===== src/rtl/hop_perm_seq_if.sv =====
// +--------------------------------------------------------------------------+
// | hop_perm_seq_if : start/busy/done handshake bundle for hop_perm_seq.     |
// | Rev 1.0 - initial release                                                |
// +--------------------------------------------------------------------------+
`default_nettype none

interface hop_perm_seq_if;
    logic        start;
    logic [4:0]  perm_in_5;
    logic [13:0] perm_in_13;
    logic        busy;
    logic        done;
    logic [4:0]  perm_out;

    modport master (
        output start,
        output perm_in_5,
        output perm_in_13,
        input  busy,
        input  done,
        input  perm_out
    );

    modport slave (
        input  start,
        input  perm_in_5,
        input  perm_in_13,
        output busy,
        output done,
        output perm_out
    );
endinterface

`default_nettype wire


===== src/rtl/hop_perm_seq.sv =====
// +--------------------------------------------------------------------------+
// | hop_perm_seq : sequential PERM5 butterfly controller, one shared stage   |
// | walked P13..P0. HOP_PERM_SEQ_DUAL_EN applies two stages per RUN cycle.   |
// | Rev 1.0 - initial release                                                |
// +--------------------------------------------------------------------------+
`default_nettype none

module hop_perm_seq #(
    parameter int STAGES = 14
) (
    input  wire             clk,
    input  wire             rst,
    hop_perm_seq_if.slave   bus
);

    typedef enum logic [1:0] {
        S_IDLE = 2'd0,
        S_RUN  = 2'd1,
        S_DONE = 2'd2
    } state_t;

    localparam logic [3:0] C_CNT_INIT = 4'(STAGES - 1);
`ifdef HOP_PERM_SEQ_DUAL_EN
    localparam logic [3:0] C_STEP     = 4'd2;
    localparam logic [3:0] C_CNT_LAST = 4'd1;
`else
    localparam logic [3:0] C_STEP     = 4'd1;
    localparam logic [3:0] C_CNT_LAST = 4'd0;
`endif

    state_t      r_state;
    logic [3:0]  r_cnt;
    logic [4:0]  r_work;
    logic [13:0] r_ctrl;
    logic [4:0]  r_perm_out;

    state_t      w_state_nxt;
    logic [3:0]  w_cnt_nxt;
    logic [4:0]  w_work_nxt;
    logic [13:0] w_ctrl_nxt;
    logic [4:0]  w_perm_out_nxt;
    logic [4:0]  w_stage_a;
    logic [4:0]  w_run_work;
    logic        w_last;

    // One butterfly stage: swap the bit pair wired to control bit idx when en=1.
    function automatic logic [4:0] f_stage(
        input logic [4:0] w,
        input logic [3:0] idx,
        input logic       en
    );
        logic [2:0] lo;
        logic [2:0] hi;
        logic [4:0] r;
        case (idx)
            4'd0:    begin lo = 3'd0; hi = 3'd1; end
            4'd1:    begin lo = 3'd2; hi = 3'd3; end
            4'd2:    begin lo = 3'd1; hi = 3'd2; end
            4'd3:    begin lo = 3'd3; hi = 3'd4; end
            4'd4:    begin lo = 3'd0; hi = 3'd4; end
            4'd5:    begin lo = 3'd1; hi = 3'd3; end
            4'd6:    begin lo = 3'd0; hi = 3'd2; end
            4'd7:    begin lo = 3'd3; hi = 3'd4; end
            4'd8:    begin lo = 3'd1; hi = 3'd4; end
            4'd9:    begin lo = 3'd0; hi = 3'd3; end
            4'd10:   begin lo = 3'd2; hi = 3'd4; end
            4'd11:   begin lo = 3'd1; hi = 3'd3; end
            4'd12:   begin lo = 3'd0; hi = 3'd3; end
            4'd13:   begin lo = 3'd1; hi = 3'd2; end
            default: begin lo = 3'd0; hi = 3'd0; end
        endcase
        r = w;
        if (en) begin
            r[lo] = w[hi];
            r[hi] = w[lo];
        end
        return r;
    endfunction

    assign w_stage_a = f_stage(r_work, r_cnt, r_ctrl[r_cnt]);
`ifdef HOP_PERM_SEQ_DUAL_EN
    assign w_run_work = f_stage(w_stage_a, r_cnt - 4'd1, r_ctrl[r_cnt - 4'd1]);
`else
    assign w_run_work = w_stage_a;
`endif
    assign w_last = (r_cnt == C_CNT_LAST);

    always_ff @(posedge clk) begin
        if (rst) begin
            r_state    <= S_IDLE;
            r_cnt      <= C_CNT_INIT;
            r_work     <= 5'd0;
            r_ctrl     <= 14'd0;
            r_perm_out <= 5'd0;
        end else begin
            r_state    <= w_state_nxt;
            r_cnt      <= w_cnt_nxt;
            r_work     <= w_work_nxt;
            r_ctrl     <= w_ctrl_nxt;
            r_perm_out <= w_perm_out_nxt;
        end
    end

    always_comb begin
        w_state_nxt    = r_state;
        w_cnt_nxt      = r_cnt;
        w_work_nxt     = r_work;
        w_ctrl_nxt     = r_ctrl;
        w_perm_out_nxt = r_perm_out;
        case (r_state)
            S_IDLE: begin
                if (bus.start) begin
                    w_work_nxt  = bus.perm_in_5;
                    w_ctrl_nxt  = bus.perm_in_13;
                    w_cnt_nxt   = C_CNT_INIT;
                    w_state_nxt = S_RUN;
                end
            end
            S_RUN: begin
                w_work_nxt = w_run_work;
                if (w_last) begin
                    // Result register loads on entry to DONE so it is valid alongside the done pulse.
                    w_perm_out_nxt = w_run_work;
                    w_state_nxt    = S_DONE;
                end else begin
                    w_cnt_nxt = r_cnt - C_STEP;
                end
            end
            S_DONE: begin
                w_state_nxt = S_IDLE;
            end
            default: begin
                w_state_nxt = S_IDLE;
            end
        endcase
    end

    assign bus.busy     = (r_state != S_IDLE);
    assign bus.done     = (r_state == S_DONE);
    assign bus.perm_out = r_perm_out;

endmodule

`default_nettype wire


===== src/flat_wrapper.sv =====
// flat-port wrapper written by rule: the top's interface ports become plain ports
module hop_perm_seq_flat 
#(
    parameter int STAGES = 14
)
  (clk, rst, bus_start, bus_perm_in_5, bus_perm_in_13, bus_busy, bus_done, bus_perm_out);
  hop_perm_seq_if bus_i ();
  input  wire clk;
  input  wire rst;
  input wire logic [$bits(bus_i.start)-1:0] bus_start;
  input wire logic [$bits(bus_i.perm_in_5)-1:0] bus_perm_in_5;
  input wire logic [$bits(bus_i.perm_in_13)-1:0] bus_perm_in_13;
  output wire logic [$bits(bus_i.busy)-1:0] bus_busy;
  output wire logic [$bits(bus_i.done)-1:0] bus_done;
  output wire logic [$bits(bus_i.perm_out)-1:0] bus_perm_out;
  assign bus_i.start = bus_start;
  assign bus_i.perm_in_5 = bus_perm_in_5;
  assign bus_i.perm_in_13 = bus_perm_in_13;
  assign bus_busy = bus_i.busy;
  assign bus_done = bus_i.done;
  assign bus_perm_out = bus_i.perm_out;
  hop_perm_seq #(.STAGES(STAGES)) u_core (.clk(clk), .rst(rst), .bus(bus_i));
endmodule

===== config.mk =====
export PLATFORM = sky130hd
export DESIGN_NAME = hop_perm_seq_flat
export DESIGN_NICKNAME = d
export VERILOG_FILES = /design/src/rtl/hop_perm_seq_if.sv /design/src/rtl/hop_perm_seq.sv /design/src/flat_wrapper.sv
export SDC_FILE = /design/constraint.sdc
export NUM_CORES = 1
export LEC_CHECK = 0
export CAP_MARGIN = 20
export CORE_MARGIN = 3
export CORE_UTILIZATION = 55
export DETAILED_ROUTE_END_ITERATION = 10
export PLACE_DENSITY = 0.76
export SLEW_MARGIN = 25
export SYNTH_ARGS = -nofsm -noshare
export SYNTH_HDL_FRONTEND = slang
export SYNTH_SLANG_ARGS = --single-unit

===== constraint.sdc =====
create_clock -name clk -period 4.9 [get_ports clk]
set_input_delay 0.735 -clock clk [delete_from_list [all_inputs] [get_ports clk]]
set_output_delay 0.735 -clock clk [all_outputs]
set_load 0.02 [all_outputs]

# After elaboration in Yosys (flattened, before gate mapping)
# Memories as Yosys holds them, arrays and structs flattened. A register that Yosys moved wholly into a read port is not among the register bits.
# Index checks and enable logic that the tools add are counted.
dict set report totals {
  word_cells 51
  inputBits 22
  reg_bits 30
  mem_bits_ro 80
  mem_count 1
}
dict set report op_classes {
  n_reduce_logical 11
  n_lt_le_gt_ge 5
  muxes 23
  n_addsub 1
  eq_ne 5
}
# memory depth width read_ports rd_ports_with_merged_regs write_ports line_no
set memory_table {}
lappend memory_table {{(no name shown)} 16 5 1 1 0 hop_perm_seq.sv:55} ;# case (idx)
# op n
set ops {}
lappend ops {{$mux W4} 4}
lappend ops {{$bwmux W5} 2}
lappend ops {{$mux W5} 2}
lappend ops {{$pmux W5 S2} 1}
lappend ops {{$lt A3 B4 Y1 const B} 2}
lappend ops {{$pmux W4 S2} 1}
lappend ops {{$reduce_and A2 Y1} 4}
lappend ops {{$bmux W1 S3} 2}
lappend ops {{$demux W1 S3} 2}
lappend ops {{$ge A3 B1 Y1 const B} 2}
lappend ops {{$lt A4 B5 Y1 const B} 1}
lappend ops {{$mux W1} 5}
lappend ops {{$bmux W1 S4} 1}
lappend ops {{$logic_not A4 Y1} 1}
lappend ops {{$mux W2} 2}
lappend ops {{$ne A2 B2 Y1 const B} 2}
lappend ops {{$pmux W2 S2} 1}
lappend ops {{$reduce_bool A2 Y1} 2}
lappend ops {{$sub A4 B1 Y4 const B} 1}
lappend ops {{$reduce_and A3 Y1} 1}
lappend ops {{$eq A2 B1 Y1 const B} 1}
lappend ops {{$eq A2 B2 Y1 const B} 1}
lappend ops {{$logic_and A1 B1 Y1} 2}
lappend ops {{$logic_not A2 Y1} 1}
lappend ops {{$ne A2 B1 Y1 const B} 1}

# Longest topological paths before layout
# Gate-level depths: netlist of the first run.
dict set report depth {
  word_depth 8
  ltp_mapped 10
}

# Least setup slack after synthesis of the first run
# OpenSTA, ideal clock, no wires.
dict set report synth_timing {
  path_kind {reg-to-reg}
  start {register u_core.r_cnt[0]}
  end {register (tool-made name)}
  path_stages_with_launch 11
  t_arrival_ns 2.274
  t_required_ns 4.776
  path_slack_ns 2.502
  synth_period_minus_slack_ns 2.398
  path_cell_list {dfxtp_1 -> inv_1 -> ha_1 -> and4bb_4 -> or4_4 -> a21oi_1 -> inv_1 -> ha_1 -> inv_1 -> mux2i_1 -> o22ai_1}
}
# item line_no
set synth_lines {}
lappend synth_lines {{from (decl)} hop_perm_seq.sv:32} ;# logic [3:0] r_cnt;
lappend synth_lines {{from (signal assigned)} hop_perm_seq.sv:97} ;# r_cnt <= w_cnt_nxt;

==> PnR_summary.wiki, run 1 <==
{| class="wikitable"
! Metric !! Value
|-
| Worst hold slack after final layout || roughly 450 ps
|-
| Cells resized by post-CTS repair || 0
|-
| Post-Route WL || ~4800 um
|-
| Result of the run || complete, no violations
|-
| Critical-path maximum fanout || 7
|-
| Vert. Die Dim || just under 70 um
|-
| Multiplexer share of the synthesized area || 0.102
|-
| Worst path arrival time || ~3000 ps
|-
| Final setup vio count || 0
|-
| Number of primary I/O pins || 29
|-
| Number of distinct library cells after synthesis || 54
|-
| Vias in the first global route || ~1600
|-
| Number of iterations in the first detailed-routing pass || 5
|-
| Highest clock rate || ~0.35 GHz
|-
| Post-CTS repair timing setup buffer count || 0
|-
| Buffers added on ports || 28
|-
| Fill count || between 300 and 400
|-
| Weighted congestion at the end of routability-driven global placement || around 0.83
|-
| Part of the cycle the worst path needs || 0.579
|-
| Clock buffer depth || 2
|-
| Share of the synthesized area in the top cell type || 0.340
|-
| Synthesis-to-layout area growth || 18.8%
|-
| Initial antenna violation count || 0
|-
| Cell type with the highest occurrence count on the critical path || sky130_fd_sc_hd__inv_1
|-
| CP Data Required Time || approximately 5100 ps
|-
| Final hold violation count || 0
|-
| Max H-tree Level || 2
|-
| HPWL reported at the end of detailed placement || between 3000 and 4000 um
|-
| Flop and latch count out of synthesis || 35
|-
| Per-instance average area after synthesis || just over 8 sq um
|-
| Power after layout || about 0.0007 W
|-
| Seq/Total Area, Yosys || 0.340
|-
| Pin count of the biggest net entering global routing || 35
|-
| RSZ-0062 raised after global routing || no
|-
| Proportion of layout cells with a drive suffix above 1 || 0.106
|-
| Gate count after technology mapping || 251
|-
| TritonCTS sink count || 35
|-
| Slowest stage delay, CP || 550 ps
|-
| Commonest register cell after synthesis || sky130_fd_sc_hd__dfxtp_1
|-
| Worst min path class || reg2reg
|-
| WL/cell || around 15 um
|-
| Global-route wire length before repair || a little under 8000 um
|-
| CTS Hold Bufs || 0
|-
| Sort of element at the start of the critical path || primary input
|-
| All-layer global routing usage || 0.229
|-
| Clock period minus final worst setup slack || 2840 ps
|-
| Number of design-rule violations left by the first detailed-router iteration || roughly 130
|-
| Number of warning messages in the yosys log || 0
|-
| Insertion delay of the later-clocked pin in the worst-skew pair || 290 ps
|-
| Kind of critical path || in2reg
|-
| Share of async-settable or async-resettable flops after synthesis || 0
|-
| Via density || approximately 5.7
|-
| Starting density of the core || 0.595
|-
| DRC || 0
|-
| Std-Cell Core Area || ~3500 sq um
|-
| CTS Root Cell || sky130_fd_sc_hd__clkbuf_8
|-
| Chain of cells forming the critical path || clkdlybuf4s50_1 -> o21bai_1 -> or4_4 -> a21oi_1 -> inv_1 -> ha_1 -> inv_1 -> mux2i_1 -> o22ai_1
|-
| Capturing element type of the critical path || register
|-
| Post-synth net total || roughly 280
|-
| CTS tree || built
|-
| CP max-delay cell || sky130_fd_sc_hd__clkdlybuf4s50_1
|-
| Final total negative setup slack || 0 ps
|-
| Cell Area, Synth || 2060 sq um
|-
| Max-slew violation count || 0
|-
| DIE WIDTH || ~67 um
|-
| # nets final || 300
|-
| Area of all placed cells without fillers || ~2500 sq um
|-
| Remaining max-slew budget at the tightest pin || 0.524
|-
| EDFF count, synth || 0
|-
| Cell area reported after detailed placement || ~2300 sq um
|-
| Compound-Gate Fraction of Synth Area || 0.212
|-
| Routed vias || approximately 1800
|-
| Largest area contributor in the netlist || sky130_fd_sc_hd__dfxtp_1
|-
| Number of clock buffers inserted by TritonCTS || 5
|-
| VDD IR max || around 0.23 mV
|-
| Xor/xnor cell area share of the yosys netlist || 0
|-
| Antenna-violating nets left || 0
|-
| Top area cells in the synthesized netlist || sky130_fd_sc_hd__dfxtp_1 34%, sky130_fd_sc_hd__nand2_1 6.7%, sky130_fd_sc_hd__a21oi_1 6.5%, sky130_fd_sc_hd__mux2i_1 5.3%, sky130_fd_sc_hd__mux2_2 3.3%
|-
| Transition at the pin with the smallest max-transition slack || 715 ps
|-
| Number of diodes || 0
|-
| Max-cap check violation count || 0
|-
| Post-Synth Adder-Cell Area || 0.0303
|-
| Maximum clock skew at final layout || 5.62 ps
|-
| Basic-gate share of the synthesized area counting and, or, nand and nor cells || 0.259
|-
| Dominant combinational cell family by area after synthesis || simple AND/OR/NAND/NOR gates
|-
| Clock Pin Slew Worst Setup and Hold Paths || about 70 ps
|-
| Total gr overflow || 0
|-
| Reported leakage power || a little under 1 nW
|-
| Row cnt || 21
|-
| Power density relative to cell area || between 200 and 300 nW/um^2
|-
| Area enclosed by the die boundary || about 4500 sq um
|}
==> metrics by stage <==
| step | util | worst slack [ps] | cells |
|---|---|---|---|
| after global placement | 0.673 | 1850 | 312 |
| after detailed placement | 0.673 | 1760 | 312 |
| final | 0.707 | 2060 | 320 |
| after global routing | 0.707 | 1870 | 320 |
| after CTS | 0.707 | 2050 | 320 |
| after floorplan | - | 2500 | 251 |
==> area by class of cell <==
cell class / instances / area [sq um] / share of cell area
well taps: 46 / 57.6 / 0.0235
inverters: 9 / 33.8 / 0.0138
clock inverters: 2 / 35.0 / 0.0143
flip-flops and latches: 35 / 701 / 0.286
multi-input cells: 192 / 1250 / 0.508
clock buffers: 6 / 82.6 / 0.0337
repair buffers: 30 / 295 / 0.120
==> Yosys cell counts, drive strengths merged, types with 4 or more instances <==
| master | count |
|---|---|
| a21oi | 27 |
| a31oi | 7 |
| and3 | 5 |
| buf | 6 |
| clkbuf | 9 |
| dfxtp | 35 |
| ha | 5 |
| inv | 9 |
| mux2 | 7 |
| mux2i | 11 |
| nand2 | 37 |
| nand2b | 7 |
| nand3 | 4 |
| nor2 | 16 |
| nor2b | 10 |
| nor3 | 5 |
| o211ai | 6 |
==> layout by cell type, fill, tap and decap left out, types with 3 or more instances in the layout <==
master,n
sky130_fd_sc_hd__nand3_1,3
sky130_fd_sc_hd__o211ai_1,5
sky130_fd_sc_hd__clkbuf_8,6
sky130_fd_sc_hd__a21oi_1,27
sky130_fd_sc_hd__ha_1,5
sky130_fd_sc_hd__clkdlybuf4s50_1,28
sky130_fd_sc_hd__nand2_1,37
sky130_fd_sc_hd__o21ai_0,3
sky130_fd_sc_hd__dfxtp_1,35
sky130_fd_sc_hd__nand3b_1,3
sky130_fd_sc_hd__a31oi_1,6
sky130_fd_sc_hd__nor2b_1,10
sky130_fd_sc_hd__nor2_1,16
sky130_fd_sc_hd__mux2i_1,11
sky130_fd_sc_hd__nand2b_1,7
sky130_fd_sc_hd__and3_1,5
sky130_fd_sc_hd__nor3_1,5
sky130_fd_sc_hd__inv_1,8
sky130_fd_sc_hd__mux2_2,6
==> critical path, delay by kind of cell <==
kind,cells,cell delay (ps)
buffers and inverters,3,710
AO/OA/AOI/OAI,3,590
AND/OR/NAND/NOR,1,540
adder cells (fa/ha/maj),1,310
multiplexers,1,130
==> path summary, 6_finish.rpt <==
path,start,endpoint,slack [ps],cells after the start
worst max-delay path,bus_start,register,2060,9
worst min-delay path,u_core.r_ctrl[10]$_SDFFE_PP0P_,u_core.r_ctrl[10]$_SDFFE_PP0P_,450,2
worst max register to register,u_core.r_cnt[0]$_SDFFE_PP1N_,register,2230,10
worst min register to register,u_core.r_ctrl[10]$_SDFFE_PP0P_,u_core.r_ctrl[10]$_SDFFE_PP0P_,450,2
==> power breakdown <==
part	internal, W	switching [W]	leakage [nW]	total (W)
clock	0.000165	0.000109	0.0612	0.000273
combinational	0.0000542	0.0000559	0.625	0.000110
sequential	0.000299	0.0000178	0.286	0.000317
==> metal layers <==
layer,part of all wire,global-route usage,vias to the layer above
met3,0.055,0.0466,7
met4,0.011,0.0684,0
met5,0,0,-
met2,0.45,0.350,45
met1,0.48,0.324,837
li1,-,-,947
==> cells by family (layout without fill, tap and decap cells) <==
| logic type | count (synthesis) | after routing |
|---|---|---|
| buf+inv | 24 | 47 |
| flops | 35 | 35 |
| compound gates | 66 | 66 |
| simple gates | 102 | 102 |
| fa+ha+maj | 5 | 5 |
| mux | 19 | 19 |
(Power assumes the default switching activity.)
==> inputs of run 2 (changes only) <==
CORE_UTILIZATION = 54   (was 55)
PLACE_DENSITY = 0.75   (was 0.76)
clock period = 2.9 ns   (was 4.9 ns; I/O delays follow)
==> PnR_summary.wiki, run 2 (synthesis gave the netlist of run 1 again) <==
{| class="wikitable"
! Metric !! Value
|-
| Initial antenna violation count || 0
|-
| DIE WIDTH || a little under 70 um
|-
| Area enclosed by the die boundary || approximately 4600 sq um
|-
| Number of iterations in the first detailed-routing pass || 5
|-
| Crit path launch || u_core.r_cnt[0]$_SDFFE_PP1N_
|-
| Transition at the pin with the smallest max-transition slack || about 670 ps
|-
| Antenna-violating nets left || 0
|-
| Std-Cell Core Area || between 3000 and 4000 sq um
|-
| Power after layout || roughly 0.0011 W
|-
| Final total negative setup slack || 0 ps
|-
| Max-cap check violation count || 0
|-
| Critical-path maximum fanout || 8
|-
| Clock period minus final worst setup slack || between 2000 and 3000 ps
|-
| Number of primary I/O pins || 29
|-
| Area taken by flip-flops and latches || approximately 700 sq um
|-
| Power density relative to cell area || about 440 nW/um^2
|-
| Setup slack at placement || about 190 ps
|-
| Cells resized by post-CTS repair || 0
|-
| # nets final || 304
|-
| Final setup vio count || 0
|-
| Weighted congestion at the end of routability-driven global placement || about 0.87
|-
| Pin count of the biggest net entering global routing || 18
|-
| Max H-tree Level || 2
|-
| Part of the cycle the worst path needs || 0.881
|-
| Max-slew violation count || 0
|-
| Number of clock buffers inserted by TritonCTS || 5
|-
| Final hold violation count || 0
|-
| Buffers added on ports || 28
|-
| Commonest non-fill, non-tap cell in the layout || sky130_fd_sc_hd__nand2_1
|-
| FF-to-FF Start || u_core.r_cnt[0]$_SDFFE_PP1N_
|-
| Proportion of layout cells with a drive suffix above 1 || 0.115
|-
| Sort of element at the start of the critical path || register
|-
| HPWL reported at the end of detailed placement || between 3000 and 4000 um
|-
| Reported leakage power || 0.972 nW
|-
| Via density || ~5.8
|-
| Post-CTS repair timing setup buffer count || 0
|-
| Starting density of the core || 0.590
|-
| Most frequent cells in the layout || 37 x sky130_fd_sc_hd__nand2_1, 35 x sky130_fd_sc_hd__dfxtp_1, 28 x sky130_fd_sc_hd__clkdlybuf4s50_1, 27 x sky130_fd_sc_hd__a21oi_1, 16 x sky130_fd_sc_hd__nor2_1
|-
| Vert. Die Dim || just under 70 um
|-
| RSZ-0062 raised after global routing || no
|-
| WL/cell || between 10 and 15 um
|-
| Worst min path class || reg2reg
|-
| Kind of critical path || reg2reg
|-
| Routed vias || about 1900
|-
| TritonCTS sink count || 35
|-
| Number of cells in the finished layout apart from fillers || between 300 and 400
|-
| All-layer global routing usage || 0.219
|-
| Setup WS post-layout || around 340 ps
|-
| Number of design-rule violations left by the first detailed-router iteration || 195
|-
| CP Data Required Time || approximately 3100 ps
|-
| Area used by multi-input combinational logic || between 1000 and 1500 sq um
|-
| Clock Pin Slew Worst Setup and Hold Paths || approximately 70 ps
|-
| Worst hold slack after final layout || around 450 ps
|-
| Post-Route WL || 4550 um
|-
| Result of the run || complete, no violations
|-
| Global-route wire length before repair || between 7000 and 8000 um
|-
| Maximum clock skew at final layout || approximately 5 ps
|-
| Number of diodes || 0
|-
| Capturing element type of the critical path || register
|-
| Total gr overflow || 0
|-
| Remaining max-slew budget at the tightest pin || 0.552
|-
| CTS Root Cell || sky130_fd_sc_hd__clkbuf_8
|-
| Highest clock rate || 0.391 GHz
|-
| CTS tree || built
|-
| Synthesis-to-layout area growth || 18.7%
|-
| Fill count || between 200 and 300
|-
| DRC || 0
|-
| Clock buffer depth || 2
|-
| CTS Hold Bufs || 0
|-
| Row cnt || 21
|-
| Total placed cells including tap cells || ~320
|-
| Vias in the first global route || 1700
|-
| Beginning of the worst hold path || u_core.r_ctrl[9]$_SDFFE_PP0P_
|-
| Worst path arrival time || roughly 2700 ps
|-
| VDD IR max || about 0.37 mV
|-
| Insertion delay of the later-clocked pin in the worst-skew pair || just under 300 ps
|}
## run 2: cell count changes in the layout (fill, tap and decap cells not counted), sizes merged
| cell | change |
|---|---|
| bufinv | -1 |
| clkinvlp | +1 |
| buf | +4 |
## run 2: critical path: stages (launching register included)
cell and delay (ps):
sky130_fd_sc_hd__dfxtp_1 460, sky130_fd_sc_hd__inv_1 100, sky130_fd_sc_hd__ha_1 240, sky130_fd_sc_hd__and4bb_4 230
sky130_fd_sc_hd__or4_4 530, sky130_fd_sc_hd__a21oi_1 230, sky130_fd_sc_hd__inv_1 90, sky130_fd_sc_hd__ha_1 290
sky130_fd_sc_hd__inv_1 50, sky130_fd_sc_hd__mux2i_1 130, sky130_fd_sc_hd__o22ai_1 100
## run 2: layout make-up
| type | instances | area share |
|---|---|---|
| multi-input cells | 192 | 0.509 |
| repair buffers | 34 | 0.133 |
| clock buffers | 6 | 0.0296 |
| inverters | 9 | 0.0138 |
| well taps | 46 | 0.0235 |
| flip-flops and latches | 35 | 0.286 |
| clock inverters | 2 | 0.00511 |
## run 2: per-stage QoR
step / cell area (sq um) / util
2_1_floorplan: 2060 / -
3_3_place_gp: 2360 / 0.676
3_5_place_dp: 2360 / 0.676
4_1_cts: 2450 / 0.701
5_1_grt: 2450 / 0.701
6_report: 2450 / 0.701
## run 2: worst paths after layout
kind / endpoint / slack, ps / cells past startpoint
max reg2reg: register / 340 / 10
max: register / 340 / 10
min: u_core.r_ctrl[9]$_SDFFE_PP0P_ / 450 / 2
min reg2reg: u_core.r_ctrl[9]$_SDFFE_PP0P_ / 450 / 2
## run 2: power by group
group | leakage (nW) | internal [W] | switching [W] | total (W)
Combinational | 0.644 | 0.0000947 | 0.0000974 | 0.000192
Clock | 0.0412 | 0.000168 | 0.000179 | 0.000347
Sequential | 0.286 | 0.000505 | 0.0000271 | 0.000532
## run 2: per-layer routing
layer,vias up,track usage,part of all wire
met5,-,0,0
met4,0,0.0670,0.016
met3,9,0.0509,0.060
met2,69,0.338,0.44
met1,847,0.303,0.48
li1,960,-,-
